`config.mk`:
```
export PLATFORM = sky130hd
export DESIGN_NAME = dso_trig_capture_flat
export DESIGN_NICKNAME = d
export VERILOG_FILES = /design/src/rtl/dso_trig_if.sv /design/src/rtl/dso_trig_capture.sv /design/src/flat_wrapper.sv
export SDC_FILE = /design/constraint.sdc
export NUM_CORES = 1
export LEC_CHECK = 0
export BUFFER_PORTS_ARGS = -buffer_cell sky130_fd_sc_hd__buf_2
export CAP_MARGIN = 0
export CORE_UTILIZATION = 45
export DETAILED_ROUTE_END_ITERATION = 10
export PLACE_DENSITY_LB_ADDON = 0.3
export REMOVE_ABC_BUFFERS = 1
export SLEW_MARGIN = 20
export SYNTH_ARGS = -nofsm -noshare
export SYNTH_HDL_FRONTEND = slang
export SYNTH_SLANG_ARGS = --single-unit
export TNS_END_PERCENT = 1
```
`constraint.sdc`:
```
create_clock -name wr_clk -period 4.3 [get_ports wr_clk]
set_clock_uncertainty 0.05 [all_clocks]
set_input_delay 1.075 -clock wr_clk [delete_from_list [all_inputs] [get_ports wr_clk]]
set_output_delay 1.075 -clock wr_clk [all_outputs]
set_load 0.01 [all_outputs]
```
`src/rtl/dso_trig_if.sv`:
```
// Acquisition-side bundle for dso_trig_capture: ADC input, trigger setup, RAM write port and capture status.
// The master modport drives samples and control; the slave modport is the capture engine.
interface dso_trig_if #(
    parameter int unsigned ADDR_WIDTH = 10,
    parameter int unsigned DATA_WIDTH = 8
) ();
    logic [DATA_WIDTH-1:0] adc_data;
    logic                  adc_valid;
    logic                  arm;
    logic                  abort;
    logic [DATA_WIDTH-1:0] trig_level;
    logic                  trig_edge;
    logic [ADDR_WIDTH-1:0] pretrig_depth;

    logic [DATA_WIDTH-1:0] wr_data;
    logic [ADDR_WIDTH-1:0] wr_addr;
    logic                  wr_en;
    logic                  busy;
    logic                  done;
    logic [ADDR_WIDTH-1:0] trig_addr;
    logic [ADDR_WIDTH-1:0] start_addr;
    logic                  forced;

    modport master (
        output adc_data, adc_valid, arm, abort, trig_level, trig_edge, pretrig_depth,
        input  wr_data, wr_addr, wr_en, busy, done, trig_addr, start_addr, forced
    );

    modport slave (
        input  adc_data, adc_valid, arm, abort, trig_level, trig_edge, pretrig_depth,
        output wr_data, wr_addr, wr_en, busy, done, trig_addr, start_addr, forced
    );
endinterface

```
`src/rtl/dso_trig_capture.sv`:
```
// DSO trigger/capture engine: circular pre-trigger history, level/edge trigger, post-trigger fill into the sample RAM.
// Optional auto-trigger timeout is enabled by defining DSO_AUTO_TRIG_EN.
module dso_trig_capture #(
    parameter int unsigned ADDR_WIDTH   = 10,
    parameter int unsigned DATA_WIDTH   = 8,
    parameter logic [15:0] AUTO_TIMEOUT = 16'd50000
) (
    input logic       wr_clk,
    input logic       wr_rst,
    dso_trig_if.slave bus
);
    typedef enum logic [2:0] {
        S_IDLE,
        S_PRE,
        S_WAIT_TRIG,
        S_POST,
        S_DONE
    } state_e;

    localparam logic [ADDR_WIDTH-1:0] ADDR_ONE = {{(ADDR_WIDTH-1){1'b0}}, 1'b1};

    state_e                state_q;
    logic [ADDR_WIDTH-1:0] pretrig_q;
    logic [ADDR_WIDTH-1:0] wr_ptr_q;
    logic [ADDR_WIDTH-1:0] pre_cnt_q;
    logic [ADDR_WIDTH-1:0] post_cnt_q;
    logic [DATA_WIDTH-1:0] prev_q;
    logic                  prev_vld_q;
    logic [DATA_WIDTH-1:0] wr_data_q;
    logic [ADDR_WIDTH-1:0] wr_addr_q;
    logic                  wr_en_q;
    logic                  busy_q;
    logic                  done_q;
    logic [ADDR_WIDTH-1:0] trig_addr_q;
    logic [ADDR_WIDTH-1:0] start_addr_q;
    logic                  forced_q;

    logic active;
    logic sample_wr;
    logic rise_hit;
    logic fall_hit;
    logic edge_hit;
    logic auto_hit;
    logic trig_fire;

    assign active    = (state_q == S_PRE) || (state_q == S_WAIT_TRIG) || (state_q == S_POST);
    assign sample_wr = active && bus.adc_valid;
    assign rise_hit  = (prev_q < bus.trig_level) && (bus.adc_data >= bus.trig_level);
    assign fall_hit  = (prev_q > bus.trig_level) && (bus.adc_data <= bus.trig_level);
    assign edge_hit  = prev_vld_q && (bus.trig_edge ? fall_hit : rise_hit);
    assign trig_fire = sample_wr && (state_q == S_WAIT_TRIG) && (edge_hit || auto_hit);

`ifdef DSO_AUTO_TRIG_EN
    logic [15:0] auto_cnt_q;

    // Held at zero outside WAIT_TRIG, so it always starts from zero on entry.
    always_ff @(posedge wr_clk or posedge wr_rst) begin
        if (wr_rst) begin
            auto_cnt_q <= '0;
        end else if (state_q != S_WAIT_TRIG || bus.abort) begin
            auto_cnt_q <= '0;
        end else if (sample_wr) begin
            auto_cnt_q <= auto_cnt_q + 16'd1;
        end
    end

    assign auto_hit = (auto_cnt_q + 16'd1) == AUTO_TIMEOUT;
`else
    logic unused_auto_timeout;

    assign unused_auto_timeout = ^AUTO_TIMEOUT;
    assign auto_hit            = 1'b0;
`endif

    // NOTE: every register in this block uses <= so all updates see the pre-edge values.
    always_ff @(posedge wr_clk or posedge wr_rst) begin
        if (wr_rst) begin
            state_q      <= S_IDLE;
            pretrig_q    <= '0;
            wr_ptr_q     <= '0;
            pre_cnt_q    <= '0;
            post_cnt_q   <= '0;
            prev_q       <= '0;
            prev_vld_q   <= 1'b0;
            wr_data_q    <= '0;
            wr_addr_q    <= '0;
            wr_en_q      <= 1'b0;
            busy_q       <= 1'b0;
            done_q       <= 1'b0;
            trig_addr_q  <= '0;
            start_addr_q <= '0;
            forced_q     <= 1'b0;
        end else begin
            wr_en_q <= 1'b0;
            if (bus.abort) begin
                state_q <= S_IDLE;
                busy_q  <= 1'b0;
                done_q  <= 1'b0;
            end else begin
                if (sample_wr) begin
                    wr_en_q    <= 1'b1;
                    wr_data_q  <= bus.adc_data;
                    wr_addr_q  <= wr_ptr_q;
                    wr_ptr_q   <= wr_ptr_q + ADDR_ONE;
                    prev_q     <= bus.adc_data;
                    prev_vld_q <= 1'b1;
                end

                case (state_q)
                    S_IDLE, S_DONE: begin
                        if (bus.arm) begin
                            pretrig_q  <= bus.pretrig_depth;
                            wr_ptr_q   <= '0;
                            pre_cnt_q  <= '0;
                            prev_vld_q <= 1'b0;
                            done_q     <= 1'b0;
                            forced_q   <= 1'b0;
                            busy_q     <= 1'b1;
                            state_q    <= (bus.pretrig_depth == '0) ? S_WAIT_TRIG : S_PRE;
                        end
                    end

                    S_PRE: begin
                        if (sample_wr) begin
                            pre_cnt_q <= pre_cnt_q + ADDR_ONE;
                            if (pre_cnt_q == pretrig_q - ADDR_ONE) begin
                                state_q <= S_WAIT_TRIG;
                            end
                        end
                    end

                    S_WAIT_TRIG: begin
                        if (trig_fire) begin
                            trig_addr_q  <= wr_ptr_q;
                            start_addr_q <= wr_ptr_q - pretrig_q;
                            // ~pretrig is DEPTH-1-pretrig: the samples still owed after the trigger one.
                            post_cnt_q   <= ~pretrig_q;
                            forced_q     <= !edge_hit;
                            if (pretrig_q == '1) begin
                                state_q <= S_DONE;
                                busy_q  <= 1'b0;
                                done_q  <= 1'b1;
                            end else begin
                                state_q <= S_POST;
                            end
                        end
                    end

                    S_POST: begin
                        if (sample_wr) begin
                            post_cnt_q <= post_cnt_q - ADDR_ONE;
                            if (post_cnt_q == ADDR_ONE) begin
                                state_q <= S_DONE;
                                busy_q  <= 1'b0;
                                done_q  <= 1'b1;
                            end
                        end
                    end

                    default: begin
                        state_q <= S_IDLE;
                        busy_q  <= 1'b0;
                        done_q  <= 1'b0;
                    end
                endcase
            end
        end
    end

    assign bus.wr_data    = wr_data_q;
    assign bus.wr_addr    = wr_addr_q;
    assign bus.wr_en      = wr_en_q;
    assign bus.busy       = busy_q;
    assign bus.done       = done_q;
    assign bus.trig_addr  = trig_addr_q;
    assign bus.start_addr = start_addr_q;
    assign bus.forced     = forced_q;
endmodule

```
`src/flat_wrapper.sv`:
```
// flat-port wrapper written by rule: the top's interface ports become plain ports
module dso_trig_capture_flat 
#(
    parameter int unsigned ADDR_WIDTH   = 10,
    parameter int unsigned DATA_WIDTH   = 8,
    parameter logic [15:0] AUTO_TIMEOUT = 16'd50000
)
  (wr_clk, wr_rst, bus_adc_data, bus_adc_valid, bus_arm, bus_abort, bus_trig_level, bus_trig_edge, bus_pretrig_depth, bus_wr_data, bus_wr_addr, bus_wr_en, bus_busy, bus_done, bus_trig_addr, bus_start_addr, bus_forced);
  dso_trig_if #(.ADDR_WIDTH(ADDR_WIDTH), .DATA_WIDTH(DATA_WIDTH)) bus_i ();
  input logic wr_clk;
  input logic wr_rst;
  input wire logic [$bits(bus_i.adc_data)-1:0] bus_adc_data;
  input wire logic [$bits(bus_i.adc_valid)-1:0] bus_adc_valid;
  input wire logic [$bits(bus_i.arm)-1:0] bus_arm;
  input wire logic [$bits(bus_i.abort)-1:0] bus_abort;
  input wire logic [$bits(bus_i.trig_level)-1:0] bus_trig_level;
  input wire logic [$bits(bus_i.trig_edge)-1:0] bus_trig_edge;
  input wire logic [$bits(bus_i.pretrig_depth)-1:0] bus_pretrig_depth;
  output wire logic [$bits(bus_i.wr_data)-1:0] bus_wr_data;
  output wire logic [$bits(bus_i.wr_addr)-1:0] bus_wr_addr;
  output wire logic [$bits(bus_i.wr_en)-1:0] bus_wr_en;
  output wire logic [$bits(bus_i.busy)-1:0] bus_busy;
  output wire logic [$bits(bus_i.done)-1:0] bus_done;
  output wire logic [$bits(bus_i.trig_addr)-1:0] bus_trig_addr;
  output wire logic [$bits(bus_i.start_addr)-1:0] bus_start_addr;
  output wire logic [$bits(bus_i.forced)-1:0] bus_forced;
  assign bus_i.adc_data = bus_adc_data;
  assign bus_i.adc_valid = bus_adc_valid;
  assign bus_i.arm = bus_arm;
  assign bus_i.abort = bus_abort;
  assign bus_i.trig_level = bus_trig_level;
  assign bus_i.trig_edge = bus_trig_edge;
  assign bus_i.pretrig_depth = bus_pretrig_depth;
  assign bus_wr_data = bus_i.wr_data;
  assign bus_wr_addr = bus_i.wr_addr;
  assign bus_wr_en = bus_i.wr_en;
  assign bus_busy = bus_i.busy;
  assign bus_done = bus_i.done;
  assign bus_trig_addr = bus_i.trig_addr;
  assign bus_start_addr = bus_i.start_addr;
  assign bus_forced = bus_i.forced;
  dso_trig_capture #(.ADDR_WIDTH(ADDR_WIDTH), .DATA_WIDTH(DATA_WIDTH), .AUTO_TIMEOUT(AUTO_TIMEOUT)) u_core (.wr_clk(wr_clk), .wr_rst(wr_rst), .bus(bus_i));
endmodule
```
Yosys cells after proc, flatten, opt, wreduce, memory -nomap -nowiden
Index checks and enable logic that the tools add are counted.
{"block": "totals", "reg_bits": 86, "in_bits": 32, "output_inout_bits": 42, "elab_cells": 108}
{"block": "classes", "addsub": 5, "n_lt_le_gt_ge": 4, "eq_ne": 19, "muxes": 41, "n_bitwise": 2, "reduce_logical": 23}
{"cell": "10-bit two-way mux", "n": 7}
{"cell": "10-bit case mux with 2 select lines", "n": 2}
{"cell": "3-bit two-way mux", "n": 8}
{"cell": "10-bit by 1-bit adder with 10-bit output, second input constant", "n": 2}
{"cell": "10-bit by 1-bit subtractor with 10-bit output, second input constant", "n": 2}
{"cell": "1-bit two-way mux", "n": 19}
{"cell": "3-bit inequality test, second input constant", "n": 4}
{"cell": "3-bit case mux with 4 select lines", "n": 1}
{"cell": "4-bit AND reduction", "n": 3}
{"cell": "6-bit AND reduction", "n": 2}
{"cell": "10-bit by 1-bit equality test with 1-bit output, second input constant", "n": 1}
{"cell": "10-bit equality test", "n": 1}
{"cell": "10-bit equality test, second input constant", "n": 1}
{"cell": "10-bit zero test", "n": 1}
{"cell": "10-bit NOT", "n": 1}
{"cell": "10-bit subtractor", "n": 1}
{"cell": "3-bit by 2-bit inequality test with 1-bit output, second input constant", "n": 3}
{"cell": "8-bit >= comparator", "n": 1}
{"cell": "8-bit greater-than comparator", "n": 1}
{"cell": "8-bit less-or-equal comparator", "n": 1}
{"cell": "8-bit < comparator", "n": 1}
{"cell": "1-bit case mux with 4 select lines", "n": 2}
{"cell": "3-bit by 2-bit equality test with 1-bit output, second input constant", "n": 2}
{"cell": "1-bit logical AND", "n": 6}
{"cell": "14 further kinds", "n": 21}

Depth between registers and ports, before layout
Gate-level depths: netlist of run 1.
{"block": "logic_depth", "word_depth": 9, "depth_mapped": 11, "mapped_depth_nobuf": 10}

Worst setup path before layout of run 1
Ideal clock, no wire load.
{"block": "synth_timing", "kind": "input -> register", "from": "input bus_trig_level[1]", "to": "register u_core.post_cnt_q[1]", "setup_ps": 128, "arrival_ps": 2931, "required_ps": 4122, "path_slack_ps": 1191, "path_stages": 9, "path_buffers": 0, "cell_sequence": "inv_1 ha_1 nor2b_1 o211ai_1 a21oi_1 a211o_1 mux2_4 a21oi_4 mux2_1"}
{"block": "synth_between", "elab_chain_len": 7, "elab_cells_between_ends": 11, "cone_classes": "order compare: 4; eq/ne: 1; mux: 1; reduce/logical: 5"}
{"element": "start: declaration", "line_no": "flat_wrapper.sv:16", "source": "input wire logic [$bits(bus_i.trig_level)-1:0] bus_trig_level;"}
{"element": "8-bit < comparator, or another cell as far along", "line_no": "dso_trig_capture.sv:48", "source": "assign rise_hit = (prev_q < bus.trig_level) && (bus.adc_data >= bus.trig_level);"}
{"element": "1-bit logical AND (on tied branches)", "line_no": "dso_trig_capture.sv:48, dso_trig_capture.sv:49"}
{"element": "1-bit two-way mux (*)", "line_no": "dso_trig_capture.sv:50", "source": "assign edge_hit = prev_vld_q && (bus.trig_edge ? fall_hit : rise_hit);"}
{"element": "1-bit logical AND (*)", "line_no": "dso_trig_capture.sv:50"}
{"element": "1-bit logical AND (*)", "line_no": "dso_trig_capture.sv:51", "source": "assign trig_fire = sample_wr && (state_q == S_WAIT_TRIG) && (edge_hit || auto_hit);"}
{"element": "2-bit by 1-bit inequality test with 1-bit output (no source line) (*)"}
{"element": "4-bit AND reduction (no source line) (*)"}
{"element": "end signal: assignment", "line_no": "dso_trig_capture.sv:137", "source": "post_cnt_q <= ~pretrig_q;"}
{"element": "end signal: assignment", "line_no": "dso_trig_capture.sv:151", "source": "post_cnt_q <= post_cnt_q - ADDR_ONE;"}
{"element": "end: declaration", "line_no": "dso_trig_capture.sv:26", "source": "logic [ADDR_WIDTH-1:0] post_cnt_q;"}
Every way passes the cells marked *; elsewhere a longest branch is shown, timed or not.
A chain may end at the register's enable or synchronous reset.

Worst setup path after layout of run 1
Same ends and word-level chain as after synthesis.

==> results of run 1 <==
stage by stage:
stage	setup WS (ns)	area, um2	utilization	power [mW]	std cells
2_1_floorplan	0.953	5030	-	2.26	505
3_3_place_gp	0.909	5600	0.510	2.64	722
3_5_place_dp	0.865	5600	0.510	2.69	722
4_1_cts	1.22	5870	0.534	3.43	737
5_1_grt	1.17	5870	0.534	3.67	737
6_report	1.22	5870	0.534	3.42	737
power groups by stage:
stage | Sequential [mW] | Clock (mW) | Combinational, mW
4_1_cts | 1.30 | 0.740 | 1.39
3_5_place_dp | 1.31 | 0 | 1.38
5_1_grt | 1.34 | 0.777 | 1.55
6_report | 1.30 | 0.730 | 1.38
2_1_floorplan | 1.28 | 0 | 0.972
3_3_place_gp | 1.30 | 0 | 1.34
worst paths after layout:
check	to	from	slack (ns)
worst min register to register	u_core.bus.wr_addr[9]	u_core.bus.wr_addr[9]	0.45
max in group asynchronous	u_core.pre_cnt_q[2]	wr_rst	2.63
min in group asynchronous	u_core.bus.trig_addr[4]	wr_rst	0.79
worst max-delay path	u_core.post_cnt_q[1]	bus_trig_level[1]	1.22
worst max register to register	u_core.state_q[0]	u_core.pretrig_q[0]	1.52
worst min-delay path	u_core.bus.wr_addr[9]	u_core.bus.wr_addr[9]	0.45
final cells by class:
class	instances	area, um2
Clock buffer	9	225
Clock inverter	6	45.0
Fill cell	960	5110
Inverter	34	129
Multi-Input combinational cell	385	2750
Sequential cell	86	2150
Tap cell	140	175
Timing Repair Buffer	77	395
kinds of logic (layout without fill, tap and decap cells):
| group | Yosys count | count (layout) | share of synthesized area |
|---|---|---|---|
| flops | 86 | 86 | 0.420 |
| xor+xnor | 30 | 30 | 0.0513 |
| buf+inv | 56 | 126 | 0.0435 |
| compound gates | 114 | 114 | 0.145 |
| mux | 39 | 39 | 0.0860 |
| simple gates | 170 | 170 | 0.174 |
| fa+ha+maj | 32 | 32 | 0.0796 |
sequential cells by signal, indices dropped and copies added, names as in the netlist:
signal / flops
u_core.bus.busy: 1
u_core.bus.done: 1
u_core.bus.forced: 1
u_core.bus.start_addr: 10
u_core.bus.trig_addr: 10
u_core.bus.wr_addr: 10
u_core.bus.wr_en: 1
u_core.post_cnt_q: 10
u_core.pre_cnt_q: 10
u_core.pretrig_q: 10
u_core.prev_q: 8
u_core.prev_vld_q: 1
u_core.state_q: 3
u_core.wr_ptr_q: 10
routing by layer:
layer	vias to the layer above	wire length, um
li1	2025	-
met1	2059	5350
met2	138	5940
met3	29	682
met4	0	324
met5	-	0
placed cells by master, fill, tap and decap left out, types with 11 or more instances in the layout:
cell type   n
nand4_1    11
nor3_1     17
dfrtp_1    86
inv_1      33
nand2_1    34
o21ai_0    45
nor2_1     41
nand3_1    19
ha_1       31
buf_2      73
mux2_2     31
xor2_1     20
a21oi_1    24
critical path, cell delays in order:
cell and delay, ns:
buf_2 0.10, inv_1 0.07, ha_1 0.23, nor2b_1 0.13, o211ai_1 0.15, a21oi_1 0.09, a211o_1 0.31, mux2_4 0.41
a21oi_4 0.32, mux2_1 0.36
synth_stat cells (all sizes together), types with 2 or more instances:
cell type,instances
a211oi,3
a21boi,2
a21o,5
a21oi,25
a221o,2
a221oi,8
a311oi,2
a31oi,3
and2,2
and3,6
buf,8
clkbuf,14
dfrtp,86
ha,31
inv,34
mux2,34
mux2i,5
nand2,35
nand2b,2
nand3,19
nand3b,2
nand4,11
nor2,42
nor2b,9
nor3,19
nor3b,2
nor4,4
o211ai,2
o21ai,46
o21bai,2
o31ai,2
o41ai,2
or2,2
or3,9
or4,4
xnor2,10
xor2,20
==> results.json, run 1 <==
{
  "outcome": "complete, no violations",
  "cts_made_buffers": 9,
  "dr_total_vias": 4251,
  "worstPathArrival_ns": 3.26,
  "core_area_um2": 11000,
  "worst_pin_slew_ns": 1.03,
  "ys.flop_type": "dfrtp_1",
  "power.internal_mw": 2.04,
  "setup_violations": 0,
  "synth_edf_count": 0,
  "drt_iter0_drc": 217,
  "fin_crit_sh": 0.717,
  "cts_hold_buf": 0,
  "p_comb_frac": 0.405,
  "drtPass1Iterations": 5,
  "avgSynthCellArea_um2": 9.72,
  "antenna_found_initial": 0,
  "hpwl_um": 8940,
  "cts_resized": 0,
  "cts_num_sinks": 86,
  "drc": 0,
  "yosysWarningCount": 0,
  "fin_nets": 657,
  "tritoncts": "done",
  "die_width_um": 109,
  "io_buffers": 73,
  "crit_fanout": 14,
  "end_kind": "flop",
  "wl_um": 12300,
  "start_util": 0.466,
  "dieHeight_um": 109,
  "hold_violations": 0,
  "hold_class": "reg -> reg",
  "synth_top_area_frac": 0.420,
  "cts_root_buffer": "clkbuf_16",
  "p_leak_nw": 2.82,
  "dieArea_um2": 11800,
  "clkLatencyLatePin_ns": 0.34,
  "placement_rows": 38,
  "h-tree-depth": 3,
  "cts_setup_buffers": 0,
  "drv_slew": 0,
  "seq_power_share": 0.381,
  "rsz0062_at_grt": "no",
  "syn2layout_area_growth_pct": 14.6,
  "grtUsageTotal": 0.230,
  "power_frac_clock": 0.214,
  "async_flop_share": 1.00,
  "fin_crit_ns": 3.08,
  "setup_tns_ns": 0,
  "switchingPower_mw": 1.38,
  "synth_top_area_cell": "dfrtp_1",
  "use_met2": 0.373,
  "routedWlPerCell_um": 16.7,
  "swShare": 0.404,
  "worst_setup_path_start_kind": "primary input",
  "met3_usage": 0.0442,
  "clockBufferDepth": 2,
  "fmax_ghz": 0.324,
  "ir_worst_vdd_uv": 242,
  "relSlewSlack": 0.307,
  "hold_depth": 1,
  "syn_area_um2": 5120,
  "pwr_density_cell_nw_per_um2": 582,
  "ys_types": 65,
  "synth_cells": 527,
  "antenna_cells": 0,
  "ys_seq_area_frac": 0.420,
  "gp_congestion": 0.804,
  "path_clk_slew_ns": 0.07,
  "grt_pass1_wl_um": 20800,
  "netlist_top_cells_area": "dfrtp_1, ha_1, mux2_2, o21ai_0, xor2_1",
  "drive_gt1_frac": 0.236,
  "routed_via_density": 5.77,
  "ys_ff_latch": 86,
  "crit_required_ns": 4.47,
  "antenna_left": 0,
  "crit_type": "in -> reg",
  "holdWs_ns": 0.451,
  "grt_pass1_vias": 4284,
  "grt-ovfl-total": 0,
  "io_pins": 74,
  "top_usage_layer": "met2",
  "gr-usage-met1": 0.297,
  "worstRegToRegCells": 9,
  "grt_start_max_net_pins": 46,
  "maxCapViolations": 0
}
(Power assumes the default switching activity.)
==> inputs of run 2 (changes only) <==
--- a/config.mk
+++ b/config.mk
@@ -5,6 +5,7 @@
 export SDC_FILE = /design/constraint.sdc
 export NUM_CORES = 1
 export LEC_CHECK = 0
+export ABC_AREA = 1
 export BUFFER_PORTS_ARGS = -buffer_cell sky130_fd_sc_hd__buf_2
 export CAP_MARGIN = 0
 export CORE_UTILIZATION = 45
==> constraint.sdc (replaced) <==
create_clock -name wr_clk -period 2.5 [get_ports wr_clk]
set_clock_uncertainty 0.05 [all_clocks]
set_input_delay 0.625 -clock wr_clk [delete_from_list [all_inputs] [get_ports wr_clk]]
set_output_delay 0.625 -clock wr_clk [all_outputs]
set_load 0.01 [all_outputs]
==> run 2 against run 1 <==
Cell count is 24% higher; utilization up 1.7 points; clock power up 110%; power rose by 94%.
==> results.json, run 2 <==
{
  "grt-ovfl-total": 0,
  "syn_area_um2": 5170,
  "grt_pass1_wl_um": 21100,
  "hold_class": "in -> async",
  "yosysWarningCount": 0,
  "netlist_top_cells_area": "dfrtp_1, nand2_1, ha_1, o21ai_0, inv_1",
  "synth_cells": 691,
  "rsz0062_at_grt": "no",
  "synth_top_area_cell": "dfrtp_1",
  "ys_ff_latch": 86,
  "clockBufferDepth": 2,
  "instances_no_fill": 916,
  "crit_top_cell": "o21ai_0",
  "dieArea_um2": 11900,
  "seq_power_share": 0.335,
  "cts_root_buffer": "clkbuf_16",
  "ys.flop_type": "dfrtp_1",
  "worst_pin_slew_ns": 0.534,
  "hpwl_um": 9260,
  "crit_type": "reg -> reg",
  "final_common_cell": "nand2_1",
  "antenna_found_initial": 0,
  "async_flop_share": 1.00,
  "worstPathArrival_ns": 2.50,
  "outcome": "complete, no violations",
  "h-tree-depth": 3,
  "crit_chain": "buf_4 > ha_1 > fa_1 > o21ai_0 > nand2_1 > o311ai_0 > xor2_1 > o21ai_0",
  "gp_congestion": 0.886,
  "routedWlPerCell_um": 13.7,
  "p_leak_nw": 3.22,
  "dr_total_vias": 4721,
  "met3_usage": 0.0520,
  "cts_made_buffers": 9,
  "yosys-top-cells-count": "nand2_1, dfrtp_1, inv_1, o21ai_0, nor2_1",
  "top_usage_layer": "met2",
  "dpl.cell_count": 897,
  "placement_rows": 38,
  "setup_violations": 0,
  "clkLatencyLatePin_ns": 0.34,
  "antenna_left": 0,
  "cp_slowest_stage_delay_ns": 0.43,
  "grt_pass1_vias": 4362,
  "grtUsageTotal": 0.230,
  "path_clk_slew_ns": 0.06,
  "io_pins": 74,
  "synth_edf_count": 0,
  "drive_gt1_frac": 0.159,
  "fillers": 1024,
  "drtPass1Iterations": 5,
  "switchingPower_mw": 2.75,
  "maxCapViolations": 0,
  "end_kind": "flop",
  "p_comb_frac": 0.438,
  "dieHeight_um": 109,
  "worstRegToRegCells": 8,
  "fin_area_um2": 6080,
  "hold_violations": 0,
  "post_dp_cell_area_um2": 5720,
  "layout_common_cells": "nand2_1, dfrtp_1, inv_1, buf_2, o21ai_0",
  "io_buffers": 73,
  "start_util": 0.469,
  "worst_setup_path_start_kind": "flop",
  "die_width_um": 109,
  "drv_slew": 0,
  "drt_iter0_drc": 326,
  "pwr_density_cell_nw_per_um2": 1090,
  "fin_crit_sh": 0.933,
  "relSlewSlack": 0.641,
  "power.internal_mw": 3.88,
  "fin_crit_ns": 2.33,
  "cts_hold_buf": 0,
  "crit_required_ns": 2.66,
  "wl_um": 12500,
  "swShare": 0.415,
  "fin_nets": 835,
  "power_frac_clock": 0.228,
  "ys_types": 42,
  "tritoncts": "done",
  "ir_worst_vdd_uv": 673,
  "synth_most_common_cell": "nand2_1",
  "gr-usage-met1": 0.317,
  "routed_via_density": 5.15,
  "use_met2": 0.354,
  "fmax_ghz": 0.429,
  "ys_seq_area_frac": 0.416,
  "avgSynthCellArea_um2": 7.48,
  "cts_num_sinks": 86,
  "drc": 0,
  "synth_top_area_frac": 0.416,
  "core_area_um2": 11000,
  "cpMaxStageDelayCell": "dfrtp_2",
  "crit_fanout": 5,
  "syn2layout_area_growth_pct": 17.7,
  "grt_start_max_net_pins": 87,
  "antenna_cells": 0
}
==> run 2: final cells by class <==
class,instances,area (um2),area share
Timing Repair Buffer,86,475,0.0782
Tap cell,140,175,0.0288
Sequential cell,86,2150,0.354
Multi-Input combinational cell,499,2610,0.429
Inverter,89,337,0.0553
Clock buffer,13,270,0.0444
Clock inverter,3,65.1,0.0107
==> run 2: logic make-up after synthesis <==
group / synth area share
DFF: 0.416
xor gates and xnor gates: 0.0322
adders and majority gates: 0.0789
AOI/OAI and AO/OA: 0.117
buffers and inverters: 0.0794
and+or+nand+nor: 0.277
==> run 2: repair_timing <==
action,in CTS,in global routing
endpoints found under the setup margin,0,3
gates resized for setup,0,1
buffers inserted,0,3
==> run 2: stage by stage <==
stage | total power, mW | hold slack (ns) | utilization | TNS (ns) | worst slack, ns
6_report | 6.63 | 0.318 | 0.551 | 0 | 0.167
5_1_grt | 7.19 | 0.375 | 0.551 | 0 | 0.0155
4_1_cts | 6.62 | 0.342 | 0.549 | 0 | 0.147
3_5_place_dp | 5.08 | 0.413 | 0.519 | -0.0733 | -0.0245
3_3_place_gp | 5.00 | 0.405 | 0.519 | 0 | 0.0907
2_1_floorplan | 4.16 | 0.392 | - | -47.37 | -0.650
==> run 2: final timing paths <==
kind	slack [ns]	to	start
max	0.17	u_core.bus.start_addr[8]	u_core.pretrig_q[0]
min	0.32	u_core.state_q[2]	wr_rst
max reg2reg	0.17	u_core.bus.start_addr[8]	u_core.pretrig_q[0]
min reg2reg	0.43	u_core.bus.busy	u_core.bus.busy
max in group asynchronous	1.71	u_core.bus.start_addr[8]	wr_rst
min in group wr_clk	0.43	u_core.bus.busy	u_core.bus.busy
==> run 2: power groups by stage <==
stage	Combinational (mW)	Sequential [mW]	Clock, mW
6_report	2.90	2.22	1.51
3_3_place_gp	2.77	2.24	0
4_1_cts	2.86	2.22	1.54
2_1_floorplan	1.90	2.25	0
3_5_place_dp	2.84	2.24	0
5_1_grt	3.32	2.28	1.59
==> run 2: worst max-delay path, delay by kind of cell (launching register included) <==
kind | cells | cell delay, ns
AO/OA/AOI/OAI | 3 | 0.64
buffers and inverters | 1 | 0.15
adder cells (fa/ha/maj) | 2 | 0.63
AND/OR/NAND/NOR | 1 | 0.10
XOR/XNOR | 1 | 0.20
flip-flops | 1 | 0.43
==> run 2: layer usage <==
layer / up-vias / part of all wire / routed length, um
met2: 124 / 0.46 / 5740
li1: 2392 / - / -
met1: 2180 / 0.46 / 5770
met4: 0 / 0.026 / 330
met5: - / 0 / 0
met3: 25 / 0.056 / 700
